**config.mk**
```make
export PLATFORM = sky130hd
export DESIGN_NAME = mcore_looper_arbiter
export DESIGN_NICKNAME = d
export VERILOG_FILES = /design/src/rtl/mcore_looper_arbiter.sv
export SDC_FILE = /design/constraint.sdc
export NUM_CORES = 1
export LEC_CHECK = 0
export CORE_AREA = 2 2 253 255
export DETAILED_ROUTE_END_ITERATION = 16
export DIE_AREA = 0 0 255 257
export GPL_TIMING_DRIVEN = 0
export PLACE_DENSITY = 0.41
export SLEW_MARGIN = 30
export SYNTH_ARGS = -nofsm -noshare
export SYNTH_HDL_FRONTEND = slang
export SYNTH_SLANG_ARGS = --single-unit
```
**constraint.sdc**
```tcl
create_clock -name clk_i -period 1.8 [get_ports clk_i]
set_clock_uncertainty 0.2 [all_clocks]
set_input_delay 0.45 -clock clk_i [delete_from_list [all_inputs] [get_ports clk_i]]
set_output_delay 0.45 -clock clk_i [all_outputs]
set_load 0.05 [all_outputs]
```
**src/rtl/mcore_looper_arbiter.sv**
```systemverilog
// mcore_looper_arbiter
// Round-robin arbiter that funnels several core command channels into one
// looper device and steers the in-order responses back to their originators.
// A small tag FIFO records which core issued each accepted command. A response
// that arrives while no tag is outstanding is consumed, dropped, and latched
// in a sticky error flag.

module mcore_looper_arbiter #(
    parameter int unsigned num_cores_p       = 2,
    parameter int unsigned msg_width_p       = 128,
    parameter int unsigned max_outstanding_p = 2
) (
    input  logic                               clk_i,
    input  logic                               reset_i,

    input  logic [num_cores_p*msg_width_p-1:0] core_cmd_i,
    input  logic [num_cores_p-1:0]             core_cmd_v_i,
    output logic [num_cores_p-1:0]             core_cmd_ready_o,

    output logic [msg_width_p-1:0]             mem_cmd_o,
    output logic                               mem_cmd_v_o,
    input  logic                               mem_cmd_ready_i,

    input  logic [msg_width_p-1:0]             mem_resp_i,
    input  logic                               mem_resp_v_i,
    output logic                               mem_resp_yumi_o,

    output logic [msg_width_p-1:0]             core_resp_o,
    output logic [num_cores_p-1:0]             core_resp_v_o,
    input  logic [num_cores_p-1:0]             core_resp_yumi_i,

    output logic                               error_o
);

    localparam int unsigned core_idx_w = (num_cores_p > 1) ? $clog2(num_cores_p) : 1;
    localparam int unsigned ptr_w      = (max_outstanding_p > 1) ? $clog2(max_outstanding_p) : 1;
    localparam int unsigned cnt_w      = $clog2(max_outstanding_p + 1);

    localparam logic [core_idx_w-1:0] last_core = core_idx_w'(num_cores_p - 1);
    localparam logic [ptr_w-1:0]      last_slot = ptr_w'(max_outstanding_p - 1);
    localparam logic [cnt_w-1:0]      full_cnt  = cnt_w'(max_outstanding_p);

    // Architectural state
    logic [core_idx_w-1:0] rr_r;
    logic [core_idx_w-1:0] tag_mem_r [max_outstanding_p];
    logic [ptr_w-1:0]      wr_ptr_r;
    logic [ptr_w-1:0]      rd_ptr_r;
    logic [cnt_w-1:0]      count_r;
    logic                  error_r;

    // Combinational helpers
    logic                  tag_full;
    logic                  tag_empty;
    logic [core_idx_w-1:0] grant_idx;
    logic [core_idx_w-1:0] cand_idx;
    logic                  grant_hit;
    logic                  cmd_hs;
    logic [core_idx_w-1:0] rr_next;
    logic [core_idx_w-1:0] head_tag;
    logic                  resp_v;
    logic                  resp_pop;
    logic                  resp_spurious;

    assign tag_empty = (count_r == '0);
    assign tag_full  = (count_r == full_cnt);

    // Round-robin search: first valid core starting at rr_r, wrapping modulo num_cores_p
    always_comb begin
        grant_idx = rr_r;
        cand_idx  = '0;
        grant_hit = 1'b0;
        for (int unsigned i = 0; i < num_cores_p; i++) begin
            cand_idx = core_idx_w'((32'(rr_r) + i) % num_cores_p);
            if (!grant_hit && core_cmd_v_i[cand_idx]) begin
                grant_hit = 1'b1;
                grant_idx = cand_idx;
            end
        end
    end

    // Command path: zero-latency mux of the granted core; a full tag FIFO blocks
    // issue regardless of any pop in the same cycle. reset_i gates the valid so
    // nothing escapes while reset is held.
    assign mem_cmd_v_o      = reset_i & (|core_cmd_v_i) & ~tag_full;
    assign mem_cmd_o        = core_cmd_i[grant_idx*msg_width_p +: msg_width_p];
    assign cmd_hs           = mem_cmd_v_o & mem_cmd_ready_i;
    assign core_cmd_ready_o = cmd_hs ? (num_cores_p'(1) << grant_idx) : '0;
    assign rr_next          = (grant_idx == last_core) ? '0 : grant_idx + core_idx_w'(1);

    // Response path: route to the head tag; a response with no tag is swallowed
    assign head_tag        = tag_mem_r[rd_ptr_r];
    assign resp_v          = mem_resp_v_i & ~tag_empty;
    assign core_resp_o     = mem_resp_i;
    assign core_resp_v_o   = resp_v ? (num_cores_p'(1) << head_tag) : '0;
    assign resp_pop        = resp_v & core_resp_yumi_i[head_tag];
    assign resp_spurious   = reset_i & mem_resp_v_i & tag_empty;
    assign mem_resp_yumi_o = resp_pop | resp_spurious;
    assign error_o         = error_r;

    // Round-robin pointer advances past the granted core only on a handshake
    always_ff @(posedge clk_i or negedge reset_i) begin
        if (!reset_i) begin
            rr_r <= '0;
        end else if (cmd_hs) begin
            rr_r <= rr_next;
        end
    end

    // Tag FIFO: write on command handshake, read on response handshake
    always_ff @(posedge clk_i or negedge reset_i) begin
        if (!reset_i) begin
            for (int unsigned i = 0; i < max_outstanding_p; i++) begin
                tag_mem_r[i] <= '0;
            end
            wr_ptr_r <= '0;
            rd_ptr_r <= '0;
            count_r  <= '0;
        end else begin
            if (cmd_hs) begin
                tag_mem_r[wr_ptr_r] <= grant_idx;
                wr_ptr_r            <= (wr_ptr_r == last_slot) ? '0 : wr_ptr_r + ptr_w'(1);
            end
            if (resp_pop) begin
                rd_ptr_r <= (rd_ptr_r == last_slot) ? '0 : rd_ptr_r + ptr_w'(1);
            end
            if (cmd_hs && !resp_pop) begin
                count_r <= count_r + cnt_w'(1);
            end else if (resp_pop && !cmd_hs) begin
                count_r <= count_r - cnt_w'(1);
            end
        end
    end

    // Sticky error on any response that found no outstanding tag
    always_ff @(posedge clk_i or negedge reset_i) begin
        if (!reset_i) begin
            error_r <= 1'b0;
        end else if (resp_spurious) begin
            error_r <= 1'b1;
        end
    end

endmodule

```
# Word-level counts from Yosys, hierarchy flattened
# Index checks and enable logic that the tools add are counted.
# word_totals
regBits	8
wordCells	66
# classes
addsub	6
n_lt_le_gt_ge	6
eq_ne	1
shift	3
mux	21
bitwise	12
reduce_logical	10
# op_table
cell	n
variable part select 256 x 9 -> 128 bit	1
two-way mux 1 bit	15
two-way mux 2 bit	4
bitwise AND 1 bit	7
< comparator 1 x 2 -> 1 bit, second input constant	3
adder 1 bit, second input constant	4
greater-or-equal comparator 2 bit, second input constant	2
logical AND 1 bit	4
inverter 1 -> 2 bit	2
left shift 1 x 1 -> 2 bit, first input constant	2
zero test 1 bit	3
adder 2 x 1 -> 2 bit, second input constant	1
bitwise mux 2 bit	1
equality test 2 bit, second input constant	1
zero test 2 bit	1
< comparator 2 x 1 -> 1 bit, second input constant	1
inverter 1 bit	2
nonzero test 2 bit	1
OR reduction 2 bit	1
subtractor 2 x 1 -> 2 bit, second input constant	1
demux 1 bit (select 1 bit)	1
OR 1 bit	1

# Logic depth before layout (Yosys ltp)
# Gate-level depths: netlist of run 1.
# depth
ltp_word	10
depth_mapped	7

# Least setup slack after synthesis of run 1
# No wires, ideal clock.
# synth_path
kind	input to output
start	input port core_cmd_v_i[0]
end	output port core_cmd_ready_o[1]
arrival_ns	1.623
t_required_ns	1.150
slack_ns	-0.473
cell_stages	5
path_buffers	2
path_cell_list	nor2b_2 -> a21oi_4 -> buf_8 -> buf_6 -> nor2_1
# synth_between
elab_chain_cells	8
elab_cells_between_ends	14
cone_classes	shift (1); mux (7); bitwise (3); reduce/logical (3)
# synth_lines
element	line	source
start, declared	17	input logic [num_cores_p-1:0] core_cmd_v_i,
two-way mux 1 bit (not written as such) (2 in series)	74	if (!grant_hit && core_cmd_v_i[cand_idx]) begin
two-way mux 1 bit	74	
zero test 1 bit	74	
logical AND 1 bit	74	
two-way mux 1 bit	74	
left shift 1 x 1 -> 2 bit	87	assign core_cmd_ready_o = cmd_hs ? (num_cores_p'(1) << grant_idx) : '0;
two-way mux 2 bit (*)	87	
end, declared	18	output logic [num_cores_p-1:0] core_cmd_ready_o,
# Every way passes the cells marked *; elsewhere a longest branch is shown, timed or not. The select of a mux whose other input is x is not followed.

# Worst setup path after layout of run 1
# layout_path
start	register rr_r
end	output port mem_cmd_o[78]
# layout_between
elab_chain_cells	7
elab_cells_between_ends	10
cone_classes	add/sub (1); shift (1); mux (6); reduce/logical (2)
# layout_lines
element	line	source
start, declared	44	logic [core_idx_w-1:0] rr_r;
start signal, assigned	105	rr_r <= rr_next;
two-way mux 1 bit (not written as such) (2 in series)	74	
two-way mux 1 bit	74	
zero test 1 bit	74	
logical AND 1 bit	74	
two-way mux 1 bit (*)	74	
variable part select 256 x 9 -> 128 bit (*)	85	assign mem_cmd_o = core_cmd_i[grant_idx*msg_width_p +: msg_width_p];
end, declared	20	output logic [msg_width_p-1:0] mem_cmd_o,
# Marked as above.

==> flow_summary_export.csv, run 1 <==
group,metric,value,unit
run_status,status,"finished with violations",
run_status,violations,"setup timing",
yosys,synth_area,0.003067,mm^2
min_path,min_from,"error_o",
finish,diodes,0,
setup_path,startpoint_type,"flop",
timing,finalWorstSetupSlack,-0.9380,ns
setup_path,rr_worst_depth,9,
finish,mostFrequentLayoutCells,"clkdlybuf4s50_1 (258), buf_4 (175), dlygate4sd2_1 (131), mux2_4 (101), buf_6 (73)",
setup_path,reg2reg_slack,-0.37,ns
setup_path,worst_ep_arrival_time,2.09,ns
finish,multi_input_area,0.002217,mm^2
yosys,syn_inst,315,
placement,hpwl,22.81,mm
finish,drive_gt1_share,54.04,%
global_routing,top_usage_layer,"met2",
clock_tree,cts_max_level,1,
yosys,synth_edf_count,0,
yosys,ys.flop_type,"dfrtp_1",
global_routing,met3_usage,2.134,%
setup_path,critPathKind,"reg2out",
global_routing,grt_pass1_vias,4757,
pwr,p_leak,4.915,nW
routing,vias,4512,
clock_tree,cts_tree,"yes",
timing,grt_setup_unrepaired,"true",
floorplan,num_rows,92,
pwr,ir_worst_vdd,0.0004155,V
finish,ff_latch_area,200.2,um^2
global_routing,grt_max_degree,11,
placement,place_inst,1687,
global_routing,grt_first_pass_wirelength,33.48,mm
clock_tree,numCtsBuffers,3,
global_routing,antenna_found_initial,3,
setup_path,rr_endpoint,"count_r[1]",
yosys,syn_area_per_cell,9.736,um^2
finish,fin_cells,1749,
routing,drt-total-wl,26.46,mm
placement,portBuffers,526,
finish,nets,1298,
setup_path,critical_path_required,1.15,ns
setup_path,crit_path_max_fanout,7,
timing,fmax,365.2,MHz
routing,drtIter0Drc,106,
clock_tree,clkSinkCount,8,
setup_path,crit_chain,"nand2b_4 -> a21oi_4 -> buf_12 -> buf_12 -> buf_12 -> buf_6 -> buf_12 -> buf_6 -> mux2_4 -> buf_8",
timing,finalCritPeriodShare,152.1,%
floorplan,die_h,257,um
placement,place_congestion,0.7571,
pwr,power_density,965.4,mW/mm^2
timing,slew_viol_final,0,
yosys,synth_cell_type_count,28,
timing,slew_headroom,62.35,%
flow_run,cap_violations,0,
finish,area_growth,256.1,%
clock_tree,clk_latency,0.23,ns
timing,hold_violations,0,
timing,tightest_slew,0.5670,ns
clock_tree,clk_pin_slew_worst_paths,0.04,ns
yosys,synth.yosys.warnings,0,
yosys,ys_seq_elements,8,
floorplan,dieArea,0.06554,mm^2
min_path,worstHoldPathCells,1,
floorplan,io_pins,655,
finish,final_common_cell,"clkdlybuf4s50_1",
setup_path,max_stage_delay,0.39,ns
yosys,yosysSeqAreaShare,6.528,%
setup_path,timing.rr.start,"rd_ptr_r",
yosys,ys_async_sr_fraction,100.0,%
clock_tree,cts_buffer_depth,2,
setup_path,cp_slowest_cell,"dfrtp_1",
timing,finalCriticalPeriod,2.738,ns
floorplan,start_util,4.888,%
routing,dr.pass1.iters,4,
setup_path,crit_path_end_kind,"primary output",
global_routing,grt_overflow,0,
min_path,whs_endpoint,"error_o",
floorplan,core_area,0.06274,mm^2
min_path,min_path_type,"reg2reg",
timing,finalSetupViolCount,136,
placement,dpl_worst_slack,-2.096,ns
routing,ant_nets,0,
global_routing,grt.total_usage,7.057,%
timing,whs,0.2762,ns
pwr,power,10.54,mW
routing,drc,0,
yosys,syn-num-nets,708,
routing,wl_per_cell,15.13,um
finish,final.fill_count,6999,
global_routing,grt_use_met2,12.85,%
clock_tree,cts-root-buf,"clkbuf_16",
floorplan,fp.dieW,255,um
setup_path,cpMostUsedCell,"buf_12",
routing,via_per_inst,2.580,
global_routing,gr-usage-met1,8.078,%
[critical path: cells and delay by family (launching register included)]
kind / cells / cell delay (ns)
compound gates: 1 / 0.14
simple gates: 1 / 0.16
buf+inv: 7 / 0.82
flops: 1 / 0.39
mux: 1 / 0.33
[kinds of logic after synthesis]
family	after synthesis	synth area share (%)
AOI/OAI and AO/OA	10	2.489
DFF	8	6.528
buffers and inverters	143	37.45
adders and majority gates	1	0.4079
muxes	135	49.41
xor gates and xnor gates	4	1.143
and+or+nand+nor	14	2.570
[state kept, by name, summed over array words and instances (netlist names)]
| register | count |
|---|---|
| rr_r | 1 |
| rd_ptr_r | 1 |
| wr_ptr_r | 1 |
| error_o | 1 |
| tag_mem_r | 2 |
| count_r | 2 |
[timing repair]
action / 4_1_cts / 5_1_grt
endpoints found under the setup margin: 269 / 136
cloned: 7 / 0
endpoints found under the hold margin: 8 / 0
hold buffers: 1 / 0
setup buffers: 36 / 26
gates resized for setup: 1126 / 94
pin swaps: 6 / 5
[worst max path at each step]
stage / startpoint / to / cells after the start
5_1_grt: rr_r / mem_cmd_o[78] / 10
6_report: rr_r / mem_cmd_o[78] / 10
3_5_place_dp: core_cmd_v_i[0] / mem_cmd_o[40] / 7
2_1_floorplan: rr_r / mem_cmd_o[114] / 5
3_3_place_gp: core_cmd_v_i[0] / mem_cmd_o[40] / 7
4_1_cts: rr_r / mem_cmd_o[94] / 10
[cell usage after synthesis (2+ instances only)]
master	n	area (um^2)
mux2_2	33	371.6
mux2_1	98	1104
mux2i_1	4	40.04
buf_4	131	983.4
buf_8	10	150.1
dfrtp_1	8	200.2
nor2_1	4	15.01
o21ai_0	3	15.01
or2_2	2	12.51
nand2b_1	2	12.51
xor2_1	2	17.52
xnor2_1	2	17.52
[metal layers]
| layer | vias to the layer above | wire length [um] |
|---|---|---|
| li1 | 2141 | - |
| met2 | 293 | 13190 |
| met5 | - | 22 |
| met3 | 14 | 2891 |
| met1 | 2060 | 9906 |
| met4 | 4 | 444 |
[final cells by class]
cell class                 count  share of cell area, %
sequential                     8                  1.833
tap                          846                  9.693
buffer                       137                  10.45
inverter                       1                0.03437
timing repair buffer         590                  57.00
multi-input combinational    164                  20.30
clock buffer                   3                 0.6874
[metrics by stage]
| step | instance area [um^2] | utilization [%] | setup TNS (ns) |
|---|---|---|---|
| after detailed placement | 9741 | 15.53 | -261.72 |
| after global placement | 9741 | 15.53 | -260.54 |
| after floorplan | 3417 | - | -32.39 |
| final | 10920 | 17.41 | -107.16 |
| after CTS | 10550 | 16.82 | -109.89 |
| after global routing | 10920 | 17.41 | -118.62 |
[power by group]
group          internal, mW  switching [mW]  total, mW  leakage (nW)
clock                 0.287          0.0922      0.379        0.0370
combinational          4.76            5.04       9.80          4.79
sequential            0.266           0.102      0.368        0.0918
total                  5.31            5.23       10.5          4.92
Note: power is estimated with default switching activity, not from simulation.
==> run 2, diff against run 1 <==
--- a/config.mk
+++ b/config.mk
@@ -9,7 +9,7 @@
 export DETAILED_ROUTE_END_ITERATION = 16
 export DIE_AREA = 0 0 255 257
 export GPL_TIMING_DRIVEN = 0
-export PLACE_DENSITY = 0.41
+export PLACE_DENSITY = 0.42
 export SLEW_MARGIN = 30
 export SYNTH_ARGS = -nofsm -noshare
 export SYNTH_HDL_FRONTEND = slang
==> run 2 against run 1 <==
  * The flow still finishes with violations (setup timing)
  * Critical path type unchanged
  * Global-route usage down 0.49 points
  * Design area down 1.4%
  * First-iteration DRC count down 16%
  * Largest power group unchanged
  * Sequential power up 4%
  * Clock-buffer cell count unchanged
  * Final cell count down 1.6%
  * Critical endpoint is now mem_cmd_o[28]
  * Largest cell class unchanged
  * Non-clock buffer count down 29
==> flow_summary_export.csv, run 2 (same netlist as run 1, synthesis figures left out) <==
group,metric,value,unit
global_routing,grt_first_pass_wirelength,31.53,mm
timing,finalSetupViolCount,136,
timing,hold_violations,0,
routing,drc,0,
setup_path,critical_path_required,1.15,ns
finish,area_growth,251.2,%
pwr,p_clk_share,3.7,%
clock_tree,clk_pin_slew_worst_paths,0.04,ns
clock_tree,clkSinkCount,8,
setup_path,worst_ep_arrival_time,1.94,ns
pwr,ir_worst_vdd,0.0005812,V
pwr,switching_power,5.133,mW
timing,fmax,386.1,MHz
setup_path,crit_path_end_kind,"primary output",
timing,finalWorstSetupSlack,-0.7903,ns
min_path,min_path_type,"reg2reg",
pwr,p_leak,4.887,nW
finish,nets,1269,
timing,finalCriticalPeriod,2.590,ns
pwr,power,10.22,mW
pwr,power_density,948.9,mW/mm^2
clock_tree,clk_latency,0.23,ns
floorplan,core_area,0.06274,mm^2
routing,ant_nets,0,
finish,mostFrequentLayoutCells,"clkdlybuf4s50_1 (257), buf_4 (161), dlygate4sd2_1 (130), mux2_4 (125), buf_6 (64)",
timing,slew_viol_final,0,
finish,final_common_cell,"clkdlybuf4s50_1",
finish,utilization,17.17,%
global_routing,grt_pass1_vias,4705,
clock_tree,cts_tree,"yes",
finish,drive_gt1_share,52.75,%
routing,drtIter0Drc,89,
clock_tree,cts_max_level,1,
floorplan,fp.dieW,255,um
routing,via_per_inst,2.598,
timing,slew_headroom,62.94,%
floorplan,start_util,4.888,%
routing,vias,4472,
placement,hpwl,21.68,mm
global_routing,grt_max_degree,11,
flow_run,cap_violations,0,
routing,dr.pass1.iters,6,
setup_path,cp.buffers_inverters,4,
setup_path,max_stage_delay,0.39,ns
routing,drt-total-wl,26.02,mm
timing,tightest_slew,0.5582,ns
setup_path,crit_path_max_fanout,6,
clock_tree,numCtsBuffers,3,
global_routing,grt_overflow,0,
placement,place_congestion,0.7880,
floorplan,num_rows,92,
setup_path,cp_slowest_cell,"dfrtp_1",
pwr,intPower,5.088,mW
placement,portBuffers,526,
timing,finalCritPeriodShare,143.9,%
timing,grt_setup_unrepaired,"true",
run_status,status,"finished with violations",
clock_tree,cts-root-buf,"clkbuf_16",
setup_path,startpoint_type,"flop",
finish,reg_top3,"count_r (2), tag_mem_r (2)",
floorplan,io_pins,655,
setup_path,crit_chain,"nand2b_4 -> a21oi_4 -> buf_12 -> buf_16 -> clkbuf_16 -> mux2_4 -> buf_6",
routing,wl_per_cell,15.12,um
setup_path,critPathKind,"reg2out",
setup_path,crit_family,"buffers and inverters",
pwr,p_sw_share,50.22,%
clock_tree,cts_buffer_depth,2,
global_routing,grt.total_usage,6.571,%
global_routing,antenna_found_initial,1,
run_status,violations,"setup timing",
pwr,seqPwrFrac,3.7,%
pwr,pwr-share-comb,92.6,%
floorplan,die_h,257,um
floorplan,dieArea,0.06554,mm^2
finish,final.fill_count,6967,
-- run 2: cell types whose count changed in the layout (fill, tap and decap cells not counted), moves of 2 or more --
| cell | before | now |
|---|---|---|
| mux2_4 | 101 | 125 |
| dfrtp_1 | 8 | 6 |
| buf_4 | 175 | 161 |
| buf_6 | 73 | 64 |
| mux2_2 | 30 | 6 |
| dfrtp_2 | 0 | 2 |
| buf_16 | 3 | 5 |
| buf_8 | 55 | 53 |
| buf_12 | 28 | 14 |
| clkbuf_16 | 3 | 13 |
-- run 2: area by class of cell --
cell class	count	area, um^2	share of cell area [%]
inverters	1	3.754	0.03485
plain buffers	141	1236	11.48
diodes	1	2.502	0.02323
multi-input cells	164	2295	21.30
repair buffers	557	5898	54.76
well taps	846	1059	9.827
clock buffers	3	75.07	0.6969
flip-flops and latches	8	202.7	1.882
-- run 2: path summary, 6_finish.rpt --
path                          start             to  slack [ns]  cells after the start
min                         error_o        error_o        0.30                      1
min reg2reg                 error_o        error_o        0.30                      1
max reg2reg                rd_ptr_r     count_r[1]       -0.20                      7
min in group asynchronous   reset_i        error_o        0.55                      2
max                            rr_r  mem_cmd_o[28]       -0.79                      7
max in group asynchronous   reset_i     count_r[0]        0.54                      2
-- run 2: metal layers --
layer,global-route usage (%),wire (um)
met1,7.385,9911
met5,0,0
met4,0.7147,51
met3,1.598,2473
met2,12.66,13590
-- run 2: what timing repair did --
| action | 4_1_cts | 5_1_grt |
|---|---|---|
| hold buffers | 1 | 0 |
| cloned | 3 | 10 |
| setup buffers | 11 | 8 |
| pin swaps | 8 | 2 |
| hold endpoints to repair | 8 | 0 |
| endpoints found under the setup margin | 269 | 137 |
| gates resized for setup | 1120 | 96 |
-- run 2: stage by stage --
stage / instances / setup slack, ns / hold WS, ns / instance area (um^2) / setup TNS, ns
final: 1721 / -0.7903 / 0.2962 / 10770 / -96.76
after global routing: 1721 / -0.8685 / 0.3265 / 10770 / -108.89
after CTS: 1705 / -0.8713 / 0.3063 / 10150 / -106.79
after detailed placement: 1687 / -2.084 / 0.2929 / 9741 / -274.00
after global placement: 1687 / -2.061 / 0.2899 / 9741 / -269.67
after floorplan: 315 / -0.3088 / -0.04559 / 3417 / -32.39
-- run 2: worst register-to-register path, delay by kind of cell (launching register included) --
family | cells | cell delay (ns)
xor gates and xnor gates | 2 | 0.28
adders and majority gates | 1 | 0.12
DFF | 1 | 0.39
muxes | 2 | 0.63
and+or+nand+nor | 2 | 0.26
-- run 2: power groups by stage --
| stage | registers [mW] | logic, mW | clock network (mW) |
|---|---|---|---|
| 2_1_floorplan | 0.344 | 5.25 | 0 |
| 3_3_place_gp | 0.366 | 7.87 | 0 |
| 3_5_place_dp | 0.372 | 7.87 | 0 |
| 4_1_cts | 0.383 | 8.74 | 0.382 |
| 5_1_grt | 0.396 | 9.85 | 0.390 |
| 6_report | 0.381 | 9.46 | 0.376 |
